`config.mk`:
```
export PLATFORM = sky130hd
export DESIGN_NAME = gear_shift_sequencer
export DESIGN_NICKNAME = d
export VERILOG_FILES = /design/src/rtl/gear_shift_sequencer.sv
export SDC_FILE = /design/constraint.sdc
export NUM_CORES = 1
export LEC_CHECK = 0
export BUFFER_PORTS_ARGS = -buffer_cell sky130_fd_sc_hd__buf_2
export CORE_ASPECT_RATIO = 1.4
export CORE_MARGIN = 5
export CORE_UTILIZATION = 33
export CTS_CLUSTER_SIZE = 25
export DETAILED_ROUTE_END_ITERATION = 16
export GPL_TIMING_DRIVEN = 0
export HOLD_SLACK_MARGIN = 0.03
export PLACE_DENSITY = 0.59
export SLEW_MARGIN = 20
export SYNTH_ARGS = -nofsm -noshare
export SYNTH_HDL_FRONTEND = slang
export SYNTH_SLANG_ARGS = --single-unit
```
`constraint.sdc`:
```
create_clock -name clk -period 4 [get_ports clk]
set_input_delay 0.8 -clock clk [delete_from_list [all_inputs] [get_ports clk]]
set_output_delay 0.8 -clock clk [all_outputs]
set_load 0.05 [all_outputs]
```
`src/rtl/gear_shift_sequencer.sv`:
```
// rtl/gear_shift_sequencer.sv - one-step-at-a-time gear sequencer with req/ack actuator handshake
// Optional feature macro: BRAKE_INTERLOCK_EN (leaving P also requires brake applied)
module gear_shift_sequencer #(
    parameter int MAX_GEAR    = 5,
    parameter int MIN_DWELL   = 4,
    parameter int ACK_TIMEOUT = 8
) (
    input  logic       clk,
    input  logic       rst_n,
    input  logic       park,
    input  logic       reverse,
    input  logic       drive,
    input  logic       brake,
    input  logic [3:0] rpm,
    input  logic       shift_ack,
    output logic       shift_req,
    output logic [2:0] gear_target,
    output logic [2:0] gear,
    output logic       reverse_lamp,
    output logic       fault
);

    localparam int DW = $clog2(MIN_DWELL) + 1;
    localparam int TW = $clog2(ACK_TIMEOUT) + 1;

    localparam logic [2:0]    GEAR_P    = 3'd0;
    localparam logic [2:0]    GEAR_R    = 3'd6;
    localparam logic [2:0]    GEAR_MAX  = 3'(MAX_GEAR);
    localparam logic [DW-1:0] DWELL_MAX = DW'(MIN_DWELL);
    localparam logic [TW-1:0] TMO_MAX   = TW'(ACK_TIMEOUT);
    localparam logic [TW-1:0] TMO_LAST  = TW'(ACK_TIMEOUT - 1);

    typedef enum logic [1:0] {
        HOLD,
        REQ,
        FAULT
    } state_t;

    state_t        state, state_nxt;
    logic [DW-1:0] dwell, dwell_nxt;
    logic [TW-1:0] tmo, tmo_nxt;
    logic [2:0]    gear_nxt, target_nxt, desired;
    logic          req_nxt, fault_nxt, lamp_nxt;
    logic          sel_valid, mode_change, brake_ok, interlock_ok, shift_go;
    logic [4:0]    rpm_w, gear_w;

    assign sel_valid = (park ^ reverse ^ drive) && !(park && reverse && drive);
    assign rpm_w     = {1'b0, rpm};
    assign gear_w    = {2'b00, gear};

    always_comb begin
        desired = GEAR_P;
        if (sel_valid) begin
            if (reverse) begin
                desired = GEAR_R;
            end else if (drive) begin
                if (gear == GEAR_P || gear == GEAR_R)
                    desired = 3'd1;
                else if (rpm_w >= gear_w + 5'd1 && gear < GEAR_MAX && !brake)
                    desired = gear + 3'd1;
                else if (rpm_w + 5'd1 <= gear_w && gear > 3'd1)
                    desired = gear - 3'd1;
                else
                    desired = gear;
            end
        end
    end

    // Any move touching P or R is a mode change: it bypasses dwell but needs a stopped engine.
    assign mode_change = (desired == GEAR_P) || (desired == GEAR_R) ||
                         (gear == GEAR_P) || (gear == GEAR_R);
`ifdef BRAKE_INTERLOCK_EN
    assign brake_ok = (gear != GEAR_P) || brake;
`else
    assign brake_ok = 1'b1;
`endif
    assign interlock_ok = !mode_change || (rpm == 4'd0 && brake_ok);
    assign shift_go     = (desired != gear) && interlock_ok &&
                          (mode_change || dwell == DWELL_MAX);

    always_comb begin
        state_nxt  = state;
        gear_nxt   = gear;
        target_nxt = gear_target;
        req_nxt    = shift_req;
        fault_nxt  = fault;
        dwell_nxt  = dwell;
        tmo_nxt    = tmo;
        case (state)
            HOLD: begin
                if (dwell != DWELL_MAX)
                    dwell_nxt = dwell + DW'(1);
                if (shift_go) begin
                    target_nxt = desired;
                    req_nxt    = 1'b1;
                    tmo_nxt    = '0;
                    state_nxt  = REQ;
                end
            end
            REQ: begin
                if (shift_ack) begin
                    gear_nxt  = gear_target;
                    req_nxt   = 1'b0;
                    dwell_nxt = '0;
                    state_nxt = HOLD;
                end else begin
                    if (tmo != TMO_MAX)
                        tmo_nxt = tmo + TW'(1);
                    if (tmo == TMO_LAST) begin
                        req_nxt   = 1'b0;
                        fault_nxt = 1'b1;
                        state_nxt = FAULT;
                    end
                end
            end
            FAULT: begin
                req_nxt = 1'b0;
            end
            default: begin
                req_nxt   = 1'b0;
                state_nxt = HOLD;
            end
        endcase
        lamp_nxt = (gear_nxt == GEAR_R);
    end

    always_ff @(posedge clk or negedge rst_n) begin
        if (!rst_n) begin
            state        <= HOLD;
            gear         <= GEAR_P;
            gear_target  <= GEAR_P;
            shift_req    <= 1'b0;
            reverse_lamp <= 1'b0;
            fault        <= 1'b0;
            dwell        <= '0;
            tmo          <= '0;
        end else begin
            state        <= state_nxt;
            gear         <= gear_nxt;
            gear_target  <= target_nxt;
            shift_req    <= req_nxt;
            reverse_lamp <= lamp_nxt;
            fault        <= fault_nxt;
            dwell        <= dwell_nxt;
            tmo          <= tmo_nxt;
        end
    end

endmodule
```
# Yosys cells after proc, flatten, opt, wreduce, memory -nomap -nowiden
# Index checks and enable logic that the tools add are counted.
# word_totals
inputBits	11
word_cells	89
latchBits	0
mem_bits_rw	0
n_memories	0
romBits	0
register_bits	18
# op_classes
magnitude_cmp	4
n_addsub	6
eq_ne	16
bitwise	4
shift	0
mux	23
n_reduce_logical	28
multipliers	0
n_div	0
# ops
op	n
$mux W3	10
$eq A3 B3 Y1 const B	4
$mux W4	3
$ne A2 B2 Y1 const B	5
$reduce_and A3 Y1	3
$logic_and A1 B1 Y1	8
$pmux W4 S2	1
$add A3 B1 Y3 const B	2
$logic_not A3 Y1	2
$logic_or A1 B1 Y1	6
$mux W2	3
$ne A3 B3 Y1 const B	2
$pmux W2 S3	1
$pmux W3 S2	1
$add A4 B1 Y5 const B	1
$le A5 B3 Y1	1
$add A3 B1 Y4 const B	1
$add A4 B1 Y4 const B	1
$eq A4 B3 Y1 const B	1
$ge A4 B4 Y1	1
$logic_not A4 Y1	1
$ne A4 B4 Y1 const B	1
$reduce_and A2 Y1	2
$reduce_and A4 Y1	1
other kinds (13)	19

# Depth between registers and ports, before layout
# logic_depth
depth_word	19
mapped_depth	15
depth_no_buf	13

# Worst setup path before layout
# No wires, ideal clock.
# synth_path
kind	flip-flop to flip-flop
start	register gear[0]
end	register gear_target[0]
stages_incl_launch_ff	16
setup_slack_ns	0.315
path_buffers	2
t_arrival_ns	3.558
t_required_ns	3.872
cell_sequence	dfrtp_1 -> buf_2 -> inv_1 -> ha_1 -> inv_1 -> ha_1 -> a211oi_1 -> o21ai_0 -> and2_4 -> buf_6 -> a2111oi_4 -> o31a_1 -> a22oi_1 -> mux2_4 -> a211o_1 -> mux2_1
# synth_via
elab_chain_cells	18
elab_cells_between_ends	31
cone_classes	3 x add/sub; 4 x order compare; 3 x eq/ne; 6 x mux; 15 x reduce/logical
# synth_rtl
element	line_no	source
start: declaration	18	output logic [2:0] gear,
start signal: assignment	139	gear <= gear_nxt;
$add A3 B1 Y4	59	else if (rpm_w >= gear_w + 5'd1 && gear < GEAR_MAX && !brake)
$ge A4 B4 Y1	59	
$logic_and A1 B1 Y1 (2 in a row)	59	
$mux W3	59	
$mux W3	57	if (gear == GEAR_P || gear == GEAR_R)
$mux W3	56	end else if (drive) begin
$mux W3	54	if (reverse) begin
$mux W3	53	if (sel_valid) begin
$eq A3 B3 Y1 / $logic_not A3 Y1 (equally long branches)	70	assign mode_change = (desired == GEAR_P) || (desired == GEAR_R) ||
$logic_or A1 B1 Y1 (2 in a row)	70	
$logic_or A1 B1 Y1	71	(gear == GEAR_P) || (gear == GEAR_R);
$logic_not A1 Y1	77	assign interlock_ok = !mode_change || (rpm == 4'd0 && brake_ok);
$logic_or A1 B1 Y1	77	
$logic_and A1 B1 Y1 (2 in a row)	78	assign shift_go = (desired != gear) && interlock_ok &&
$reduce_and A2 Y1 (no line)	-	
end signal: assignment	140	gear_target <= target_nxt;
end: declaration	17	output logic [2:0] gear_target,
# Several ways; a longest one is shown, not always the timed one.
# A chain may end at the register's enable or synchronous reset.

# Worst setup path in the final report
# Ends and elaborated chain as after synthesis.

==> summary.txt <==
Worst setup path
  – CP max FO: 9
  – RR Endpoint: gear_target[0]$_DFFE_PN0P_
  – Setup crit end kind: flop
  – Reg2reg setup slack: 0.27 ns
  – Worst Reg-to-Reg Cells: 15
  – Worst reg2reg startpoint: gear[0]$_DFF_PN0_
  – WS Path Type: reg2reg
  – Critical path arrival: 3.86 ns
  – CP Launch Type: flop
  – Req. time, crit path: 4.13 ns

Layout
  – Layout cells sized above 1: 0.189
  – FILL cells: 521
  – Design Area, Final: 0.00183 mm^2
  – Nets: 238
  – Antenna fix cells: 0
  – Area Growth Syn to Fin: 13.7%

Drt
  – First DRT Iteration DRCs: 19
  – Vias per cell: 5.16
  – Routed len/inst: 13.2 um
  – DR vias: 1,392
  – Post-DRT Antenna Nets: 0
  – WL final: 3.57 mm
  – DR pass1 iterations: 4
  – # DRC: 0

Placement
  – DP Area: 0.00178 mm^2
  – Gpl congestion: 0.772
  – DP HPWL: 2.81 mm
  – PortBufs: 19

Timing
  – Clock skew: 0.000858 ns
  – Count of final hold-check violations: 0
  – Period utilization: 0.934
  – Rel. slew slack: 0.693
  – Hold WS: 0.460 ns
  – Fin crit period: 3.73 ns
  – Setup TNS Final: 0 ns
  – RSZ-0062 raised after global routing: false
  – Setup-failing EPs final: 0
  – Slew @ Worst Pin: 0.461 ns
  – Max Slew Vio Count: 0
  – Fmax achieved: 268 MHz

Yosys
  – Synth Area in XOR/XNOR: 0.0319
  – Simple-Gate Fraction of Synth Area: 0.185
  – YS warnings: 0
  – Sequential share of the synthesized area: 0.280
  – Mapped Cells: 184
  – Synth area leader: dfrtp_1
  – Post-synth design cell area: 0.00161 mm^2
  – Asr flop ratio synth: 1.00
  – Synth top area share: 0.280
  – Synth Flop Type: dfrtp_1
  – Cells taking the most area after synthesis: dfrtp_1 28%, ha_1 15%, inv_1 4.0%, a21oi_1 3.7%, o21ai_0 3.4%
  – Post-synthesis compound-gate area fraction: 0.234
  – Synth Net Count: 214
  – Mean Syn Cell Area: 8.73 um^2
  – Largest family of logic cells by synthesized area: compound AO/OA/AOI/OAI gates
  – Mux contribution to synthesized area: 0.0569
  – Post-synth cell types: 52
  – Seq cells post-synth: 18
  – EDFF count, synth: 0
  – Synth Area in Adders: 0.148

Die
  – DIE HEIGHT: 92.6 um
  – Die Wd: 69.0 um
  – Die area: 0.00638 mm^2
  – Core area: 0.00480 mm^2
  – Initial core utilization: 0.334
  – Site Rows: 30
  – # IOs: 20

Clock network
  – Total CTS buffers: 3
  – CTS H-tree depth: 1
  – Root Buffer: clkbuf_8
  – Worst skew pair latency: 0.25 ns
  – Clk buf depth: 2
  – Hold_buf cts: 0
  – CTS tree: built
  – Setup bufs post-CTS: 0
  – Post-cts repair resize count: 0
  – Clock slew at reported path FFs: 0.06 ns
  – Sink Count: 18

Job
  – # Max-Cap Violations: 0

Pwr
  – Power Total: 616 uW
  – Total power divided by cell area: 337 mW/mm^2
  – Peak VDD IR: 0.232 mV
  – Leakage Power: 0.843 nW

GRT
  – Met1 Use GR: 0.147
  – First-pass GRT wire length: 6.08 mm
  – Initial antenna violation count: 0
  – Met3 usage: 0.0133
  – Grt total ovfl: 0
  – GR peak layer: met2
  – Largest net degree at the start of global routing: 19
  – Vias in the first global route: 1,366
  – Tot GR Track Use: 0.122
  – Met2 usage: 0.212

Worst hold path
  – Hold depth: 1
  – Min-delay worst type: reg2reg
  – Hold path start: fault$_DFFE_PN0P_
  – Worst Hold Endpoint: fault$_DFFE_PN0P_

Outcome
  – Status: finished clean
[per-layer routing]
layer	wire length [um]	vias to the layer above
met1	1620	659
met2	1780	18
met3	107	4
met5	0	-
li1	-	711
met4	60	0
[placed cells by master, fill, tap and decap left out, types with 2 or more instances in the layout]
cell / count
buf_6: 2
mux2i_1: 2
a21o_1: 3
clkbuf_1: 2
a211oi_1: 4
ha_1: 19
inv_1: 17
nor2b_1: 5
mux2_1: 2
nand2b_1: 2
nor2_1: 13
nand3_1: 10
clkbuf_8: 3
buf_2: 19
a21oi_1: 12
o21ai_0: 11
o22ai_1: 3
a31o_2: 4
xor2_1: 2
nand2_1: 14
dfrtp_1: 17
or4_1: 2
nand4_1: 2
mux2_2: 3
or3_1: 2
xnor2_1: 2
[per-stage QoR]
stage          utilization  instances  setup WS (ns)
2_1_floorplan            -        184          0.315
3_3_place_gp         0.371        267          0.239
3_5_place_dp         0.371        267          0.222
4_1_cts              0.379        270          0.212
5_1_grt              0.380        270         0.0255
6_report             0.380        270          0.266
[state kept, by name (all words and copies together) (netlist names)]
register / cells
dwell: 3
fault: 1
gear: 3
gear_target: 3
reverse_lamp: 1
shift_req: 1
state: 2
tmo: 4
[Yosys cell counts (all sizes together) (3+ instances only)]
master	count
inv	17
nand3	10
a31o	4
nand2	14
mux2	6
a211oi	5
nor2b	5
dfrtp	18
buf	4
o21ai	12
o22ai	3
nor2	13
a21o	3
xnor2	3
a21oi	12
ha	19
[critical path, cell delays in order, from the launching register on]
cell and delay, ns:
dfrtp_1 0.45, clkbuf_4 0.24, inv_1 0.12, ha_1 0.36
inv_1 0.12, ha_1 0.19, a211oi_1 0.18, o21ai_0 0.15
and2_4 0.16, buf_6 0.13, a2111oi_4 0.28, o31a_1 0.18
a22oi_1 0.09, mux2_4 0.34, a211o_1 0.29, mux2_1 0.33
[cell type report]
class                           instances  area, um^2  share of cell area
Sequential cell                        18         452               0.247
Tap cell                               64        80.1              0.0438
Buffer                                  6        41.3              0.0226
Multi-Input combinational cell        143        1050               0.577
Timing Repair Buffer                   19        95.1              0.0521
Clock buffer                            3        41.3              0.0226
Inverter                               17        63.8              0.0349
[kinds of logic after synthesis]
| logic type | Yosys count |
|---|---|
| flops | 18 |
| mux | 8 |
| simple gates | 58 |
| buf+inv | 23 |
| fa+ha+maj | 19 |
| compound gates | 53 |
| xor+xnor | 5 |
[how the worst max path moves through the flow]
stage                      startpoint                    endpoint  slack (ns)  depth (start not counted)
floorplan           gear[0]$_DFF_PN0_  gear_target[0]$_DFFE_PN0P_        0.31                         15
global placement    gear[1]$_DFF_PN0_  gear_target[0]$_DFFE_PN0P_        0.24                         14
detailed placement             rpm[0]  gear_target[0]$_DFFE_PN0P_        0.22                         12
CTS                 gear[0]$_DFF_PN0_  gear_target[0]$_DFFE_PN0P_        0.21                         15
global route        gear[0]$_DFF_PN0_  gear_target[0]$_DFFE_PN0P_        0.03                         15
finish              gear[0]$_DFF_PN0_  gear_target[0]$_DFFE_PN0P_        0.27                         15
[power by group]
group | switching (mW) | internal (mW) | total (mW) | leakage (nW)
combinational | 0.167 | 0.0990 | 0.266 | 0.588
sequential | 0.0185 | 0.210 | 0.228 | 0.234
clock | 0.0550 | 0.0668 | 0.122 | 0.0216
(Power assumes the default switching activity.)
